## src/rtl/sync_fifo_flags.sv

```systemverilog
// sync_fifo_flags: single-clock FIFO with concurrent read/write, a registered
// read port with a one-cycle valid strobe, occupancy count and programmable
// almost-full / almost-empty thresholds.
//
// Optional feature macro: SYNC_FIFO_ERR_EN
//   defined   -> sticky overflow/underflow flags, cleared by err_clr
//   undefined -> overflow/underflow tied low, err_clr ignored
//
// All status flags decode from the registered count, so there is no
// combinational path from wren/rden to any flag.

module sync_fifo_flags #(
  parameter int DEPTH    = 16,
  parameter int WIDTH    = 8,
  parameter int AF_LEVEL = DEPTH - 2,
  parameter int AE_LEVEL = 2
) (
  input  logic                     clk,
  input  logic                     asrst,
  input  logic                     wren,
  input  logic [WIDTH-1:0]         wrdata,
  output logic                     full,
  output logic                     almost_full,
  input  logic                     rden,
  output logic [WIDTH-1:0]         rddata,
  output logic                     rdvalid,
  output logic                     empty,
  output logic                     almost_empty,
  output logic [$clog2(DEPTH):0]   count,
  input  logic                     err_clr,
  output logic                     overflow,
  output logic                     underflow
);

  localparam int AW = $clog2(DEPTH);
  localparam int CW = AW + 1;

  localparam logic [CW-1:0] FULL_CNT = CW'(DEPTH);
  localparam logic [CW-1:0] AF_CNT   = CW'(AF_LEVEL);
  localparam logic [CW-1:0] AE_CNT   = CW'(AE_LEVEL);
  localparam logic [AW-1:0] PTR_ONE  = AW'(1);
  localparam logic [CW-1:0] CNT_ONE  = CW'(1);

  logic [WIDTH-1:0] mem [DEPTH];
  logic [AW-1:0]    wrptr;
  logic [AW-1:0]    rdptr;
  logic             wr_ok;
  logic             rd_ok;

  // Accept decisions; a write into a full FIFO is allowed when a read frees a slot
  always_comb begin
    rd_ok = rden && !empty;
    wr_ok = wren && (!full || rd_ok);
  end

  // Storage array, deliberately not reset
  always_ff @(posedge clk) begin
    if (wr_ok) begin
      mem[wrptr] <= wrdata;
    end
  end

  // Write pointer, wraps naturally at DEPTH
  always_ff @(posedge clk or posedge asrst) begin
    if (asrst) begin
      wrptr <= '0;
    end else if (wr_ok) begin
      wrptr <= wrptr + PTR_ONE;
    end
  end

  // Read pointer, wraps naturally at DEPTH
  always_ff @(posedge clk or posedge asrst) begin
    if (asrst) begin
      rdptr <= '0;
    end else if (rd_ok) begin
      rdptr <= rdptr + PTR_ONE;
    end
  end

  // Registered read port; reading mem before this edge's write returns old data
  always_ff @(posedge clk or posedge asrst) begin
    if (asrst) begin
      rddata  <= '0;
      rdvalid <= 1'b0;
    end else begin
      rdvalid <= rd_ok;
      if (rd_ok) begin
        rddata <= mem[rdptr];
      end
    end
  end

  // Occupancy count; simultaneous accepted read and write cancel out
  always_ff @(posedge clk or posedge asrst) begin
    if (asrst) begin
      count <= '0;
    end else begin
      case ({wr_ok, rd_ok})
        2'b10:   count <= count + CNT_ONE;
        2'b01:   count <= count - CNT_ONE;
        default: count <= count;
      endcase
    end
  end

  // Status flags from the registered count only
  always_comb begin
    full         = (count == FULL_CNT);
    empty        = (count == '0);
    almost_full  = (count >= AF_CNT);
    almost_empty = (count <= AE_CNT);
  end

`ifdef SYNC_FIFO_ERR_EN

  logic ovf_set;
  logic unf_set;

  // Error events: dropped write, or read request against an empty FIFO
  always_comb begin
    ovf_set = wren && full && !rd_ok;
    unf_set = rden && empty;
  end

  // Sticky overflow flag; a set on the same edge as a clear wins
  always_ff @(posedge clk or posedge asrst) begin
    if (asrst) begin
      overflow <= 1'b0;
    end else if (ovf_set) begin
      overflow <= 1'b1;
    end else if (err_clr) begin
      overflow <= 1'b0;
    end
  end

  // Sticky underflow flag; a set on the same edge as a clear wins
  always_ff @(posedge clk or posedge asrst) begin
    if (asrst) begin
      underflow <= 1'b0;
    end else if (unf_set) begin
      underflow <= 1'b1;
    end else if (err_clr) begin
      underflow <= 1'b0;
    end
  end

`else

  logic unused_err_clr;

  // Error reporting compiled out: flags are constant low and err_clr is ignored
  always_comb begin
    overflow       = 1'b0;
    underflow      = 1'b0;
    unused_err_clr = err_clr;
  end

`endif

endmodule

```

## config.mk

```make
export PLATFORM = sky130hd
export DESIGN_NAME = sync_fifo_flags
export DESIGN_NICKNAME = d
export VERILOG_FILES = /design/src/rtl/sync_fifo_flags.sv
export SDC_FILE = /design/constraint.sdc
export NUM_CORES = 1
export LEC_CHECK = 0
export ABC_AREA = 1
export CORE_MARGIN = 2
export CORE_UTILIZATION = 49
export CTS_CLUSTER_SIZE = 10
export DETAILED_ROUTE_END_ITERATION = 16
export GPL_TIMING_DRIVEN = 1
export PLACE_DENSITY_LB_ADDON = 0.3
export RECOVER_POWER = 50
export SYNTH_ARGS = -nofsm -noshare
export SYNTH_HDL_FRONTEND = slang
export SYNTH_SLANG_ARGS = --single-unit
```

## constraint.sdc

```tcl
create_clock -name clk -period 2.75 [get_ports clk]
set_input_delay 0.55 -clock clk [delete_from_list [all_inputs] [get_ports clk]]
set_output_delay 0.55 -clock clk [all_outputs]
set_load 0.01 [all_outputs]
```

Word-level counts from Yosys, hierarchy flattened
Memory sizes are Yosys's and may differ from the RTL's. A register that Yosys moved wholly into a read port is not among the register bits.
Cells that the tools add are included.
{ "word_totals": {"reg_bits": 14, "ramBits": 128, "inputBits": 13, "memories": 1} }
{ "op_classes": {"add_sub_neg": 4, "magnitude_cmp": 2, "n_mux": 3, "reduce_logical": 7, "n_eq_ne": 3} }
{ "mem_list": {"columns": ["memory", "words", "width", "rd", "rd_clocked_by_memory_dff", "wr", "line", "text"], "rows": [
  ["mem", 16, 8, 1, 1, 1, "44", "logic [WIDTH-1:0] mem [DEPTH];"]
]} }
{ "ops": {"columns": ["cell", "count"], "rows": [
  ["$pmux 5 s2", 1],
  ["$add 4x1->4 const B", 2],
  ["$add 5x1->5 const B", 1],
  ["$eq 5x5->1 const B", 1],
  ["$ge 5x4->1 const B", 1],
  ["$le 5x2->1 const B", 1],
  ["$logic_not 5->1", 1],
  ["$sub 5x1->5 const B", 1],
  ["$eq 2x1->1 const B", 1],
  ["$eq 2x2->1 const B", 1],
  ["$logic_and 1x1->1", 2],
  ["$logic_not 1->1", 2],
  ["$mux 1", 2],
  ["$reduce_bool 2->1", 1],
  ["$logic_or 1x1->1", 1]
]} }

Longest topological paths before layout
{ "logic_depth": {"word_depth": 7, "depth_mapped": 15, "mapped_depth_nobuf": 15} }

Worst setup path before layout
No wires, ideal clock.
{ "synth_path": {"path_kind": "flip-flop to flip-flop", "from": "register count[1]", "to": "register count[4]", "path_buffers": 1, "path_stages_with_launch": 16, "t_arrival_ps": 2136, "path_slack_ps": 497, "setup_ps": 117, "required_time_ps": 2633, "path_cell_list": "dfrtp_1 inv_1 nand4_1 nand2_2 inv_2 buf_6 ha_1 inv_1 fa_1 inv_1 nand2_1 nand2_1 a21oi_1 xor2_1 nand2_1 nand2_1"} }
{ "synth_via": {"elab_chain_cells": 7} }
{ "synth_lines": {"columns": ["element", "line", "text"], "rows": [
  ["start: declaration", "29", "output logic [$clog2(DEPTH):0] count,"],
  ["start signal: assignment", "100", "2'b10: count <= count + CNT_ONE;"],
  ["start signal: assignment", "101", "2'b01: count <= count - CNT_ONE;"],
  ["start signal: assignment", "102", "default: count <= count;"],
  ["$logic_not 5->1 (*)", "110", "empty = (count == '0);"],
  ["$logic_not 1->1 (*)", "52", "rd_ok = rden && !empty;"],
  ["$logic_and 1x1->1 (*)", "52", null],
  ["net rd_ok", "48", "logic rd_ok;"],
  ["$logic_or 1x1->1", "53", "wr_ok = wren && (!full || rd_ok);"],
  ["$logic_and 1x1->1", "53", null],
  ["$eq 2x1->1 / $eq 2x2->1 (equally long branches)", "99", "case ({wr_ok, rd_ok})"],
  ["$pmux 5 s2 / $reduce_bool 2->1 (equally long branches)", null, null]
]} }
The timed path passes the listed nets; every way through them passes the cells marked *.
A chain may end at the register's enable or synchronous reset.

Worst setup path after layout
{ "layout_path": {"from": "register count[3]", "to": "register count[4]"} }
{ "layout_via": {"elab_chain_cells": 7} }
{ "layout_lines": {"columns": ["element", "line"], "rows": [
  ["$logic_not 5->1", "110"],
  ["$logic_not 1->1", "52"],
  ["$logic_and 1x1->1", "52"],
  ["$logic_or 1x1->1", "53"],
  ["$logic_and 1x1->1", "53"],
  ["$eq 2x1->1 / $eq 2x2->1 (equally long branches)", "99"],
  ["$pmux 5 s2 / $reduce_bool 2->1 (equally long branches)", null]
]} }
Several ways; a longest one is shown, not always the timed one.

==> results.json <==
{
  "run_status": "complete, no violations",
  "r2r_end": "count[4]",
  "drc": 0,
  "grt_pass1_vias": 4436,
  "slew_violations": 0,
  "cts_hold_buffers": 0,
  "synthCells": 671,
  "leakage_nw": 3.46,
  "critPathLaunchType": "register",
  "io_buffers": 29,
  "synth.top_cells.by_area": "edfxtp_1 (57%), nand2_1 (12%), dfrtp_1 (8.2%), nand3_1 (7.6%), inv_1 (6.2%)",
  "grt_max_degree": 67,
  "cts-root-buf": "clkbuf_16",
  "coreArea_um2": 13300,
  "stdcell_count": 903,
  "vias_per_cell": 5.05,
  "post_route_cells_drive_above_1_share": 0.0798,
  "rows": 42,
  "post_cts_buffers": 0,
  "synthDominantCellAreaShare": 0.573,
  "ant_nets": 0,
  "netlist_area_um2": 6710,
  "critPathTopFamily": "simple AND/OR/NAND/NOR gates",
  "r2r_slack_ns": 0.33,
  "cts_tree": "built",
  "drtPass1Iterations": 4,
  "arrival_ns": 2.73,
  "cp_cell_sequence": "nor2_1 -> nand3_1 -> nor2_2 -> nand2_1 -> nand2_2 -> ha_1 -> inv_1 -> fa_1 -> inv_1 -> nand2_1 -> nand2_1 -> a21oi_1 -> xor2_1 -> nand2_1 -> nand2_1",
  "yosysSeqAreaShare": 0.655,
  "grt_usage": 0.211,
  "cts_sinks": 150,
  "grt_pass1_wl_um": 22500,
  "netlist-cell-type-count": 24,
  "die_h_um": 121,
  "nets": 737,
  "start_util": 0.505,
  "ys_warn_count": 0,
  "slowest_stage": "dfrtp_1",
  "crit_required_ns": 3.07,
  "via_count": 4556,
  "clk_latency_ns": 0.42,
  "postSynthAreaPerCell_um2": 10.0,
  "tightestPinTransition_ns": 1.38,
  "placedCellCount": 871,
  "drtIter0Drc": 442,
  "criticalPathCategory": "register to register",
  "place_hpwl_um": 9020,
  "crit_fanout": 5,
  "ff2ff_path_depth": 15,
  "yosys.area.top_type": "edfxtp_1",
  "cp-end-kind": "register",
  "cp_num_buf_inv": 2,
  "pin_count": 33,
  "grt_setup_unrepaired": "no",
  "ctsHtreeMaxLevel": 4,
  "r2r-start": "count[3]",
  "worstHoldPathType": "register to register",
  "cts_inserted_buffers": 17,
  "peakVddDrop_v": 0.000563,
  "cpMostUsedCell": "nand2_1",
  "place.gp.congestion": 0.818,
  "clkTransAtPathRegs_ns": 0.06,
  "antenna_found_initial": 0,
  "fin_crit_ns": 2.42,
  "setup_viol": 0,
  "area_growth_pct": 16.1,
  "wire_per_inst_um": 15.7,
  "fin_setup_tns_ns": 0,
  "max_stage_delay_ns": 0.43,
  "grt.overflow.total": 0,
  "die_x_um": 121,
  "power_density_nw_per_um2": 1020,
  "cts_resized": 0,
  "grt_use_met3": 0.0498,
  "use_met2": 0.341,
  "busiest_layer": "met2",
  "routed_wl_um": 14200,
  "hold_path_end": "rddata[1]",
  "dieArea_um2": 14600,
  "clockBufferDepth": 2,
  "drv_cap": 0,
  "fin_crit_sh": 0.879,
  "final_hold_viol_count": 0,
  "hold_start": "rddata[1]",
  "clock_skew_ns": 0.00589,
  "gr-usage-met1": 0.259,
  "relSlewSlack": 0.0775,
  "antenna_cells": 0,
  "ys_ff_latch": 150,
  "fmax_mhz": 414,
  "hold_depth": 2
}
==> layout make-up <==
type	count	area (µm²)
clock inverter	14	135
inverter	118	443
sequential	150	4400
multi-input combinational	376	1700
timing repair buffer	51	465
fill	1079	5510
clock buffer	18	429
tap	176	220
==> how the worst max path moves through the flow <==
stage | startpoint | endpoint | slack [ns] | cells past startpoint
6_report | count[3] | count[4] | 0.33 | 15
5_1_grt | count[3] | count[4] | 0.11 | 15
4_1_cts | count[3] | count[4] | 0.34 | 15
3_5_place_dp | rden | count[4] | 0.13 | 14
3_3_place_gp | rden | count[4] | 0.19 | 14
2_1_floorplan | count[1] | count[4] | 0.50 | 15
==> per-layer routing <==
layer	vias up	share of wire
met1	2152	0.41
met5	-	0
met2	136	0.50
li1	2228	-
met4	0	0.038
met3	40	0.054
==> sequential cells by signal, summed over array words and instances (netlist names) <==
signal	flops
mem	128
rddata	8
rdvalid	1
rdptr	4
count	5
wrptr	4
==> power breakdown <==
group,switching (mW),total [mW],internal [mW]
registers,0.206,3.02,2.81
logic,1.76,2.73,0.964
clock network,0.872,2.19,1.32
total,2.84,7.94,5.10
==> worst reg2reg max path: cells and delay by family, from the launching register on <==
| family | cells | cell delay (ns) |
|---|---|---|
| fa+ha+maj | 2 | 0.66 |
| buf+inv | 2 | 0.15 |
| compound gates | 1 | 0.07 |
| xor+xnor | 1 | 0.14 |
| simple gates | 9 | 0.84 |
| flops | 1 | 0.43 |
==> stage by stage <==
step | setup slack, ns | power [mW] | utilization | hold slack (ns) | cell area (µm²)
finish | 0.334 | 7.94 | 0.586 | 0.483 | 7790
global route | 0.105 | 8.44 | 0.586 | 0.504 | 7790
CTS | 0.343 | 7.99 | 0.586 | 0.488 | 7800
detailed placement | 0.129 | 5.77 | 0.544 | 0.472 | 7230
global placement | 0.186 | 5.69 | 0.544 | 0.468 | 7230
floorplan | 0.497 | 4.89 | - | 0.504 | 6710
==> cells in the mapped netlist <==
cell type and instances:
nand2_1 220, edfxtp_1 128, inv_1 110, nand3_1 102, dfrtp_1 22, nor2_1 18
buf_2 16, ha_1 9, buf_4 8, inv_2 8, xor2_1 6, o21ai_1 4
a21oi_1 3, nand2_2 3, buf_6 2, clkbuf_1 2, nor2_2 2, xnor2_1 2
a31oi_1 1, conb_1 1, fa_1 1, nand4_1 1, o21ai_0 1, o21bai_1 1
==> cells by family (layout without fill, tap and decap cells) <==
| group | after synthesis | count (layout) | synth area share |
|---|---|---|---|
| buffers and inverters | 146 | 201 | 0.0914 |
| AOI/OAI and AO/OA | 10 | 10 | 0.00802 |
| xor gates and xnor gates | 8 | 8 | 0.0104 |
| other | 1 | 2 | 0.000559 |
| DFF | 150 | 150 | 0.655 |
| and+or+nand+nor | 346 | 346 | 0.215 |
| adders and majority gates | 10 | 10 | 0.0198 |
==> cells in the final DEF, fill, tap and decap left out <==
cell and instances:
o21ai_1 2, nand2_2 2, o21ai_0 3, o21bai_1 1, dfrtp_1 21, clkinvlp_4 1
xor2_1 6, clkbuf_2 1, dlygate4sd3_1 9, edfxtp_1 128, xnor2_1 2, clkinv_2 1
nand2_1 221, clkdlybuf4s50_1 20, ha_1 9, fa_1 1, conb_1 2, inv_6 1
buf_12 1, inv_1 112, bufinv_16 2, clkinv_4 4, nand4_1 1, buf_4 20
nand3_1 102, a21oi_1 3, clkbuf_1 1, nor2_2 1, nor2_1 19, dfrtp_2 1
clkbuf_16 17, clkinv_1 5, inv_2 6, a31oi_1 1
No activity file was read; power rests on OpenSTA's default activity.
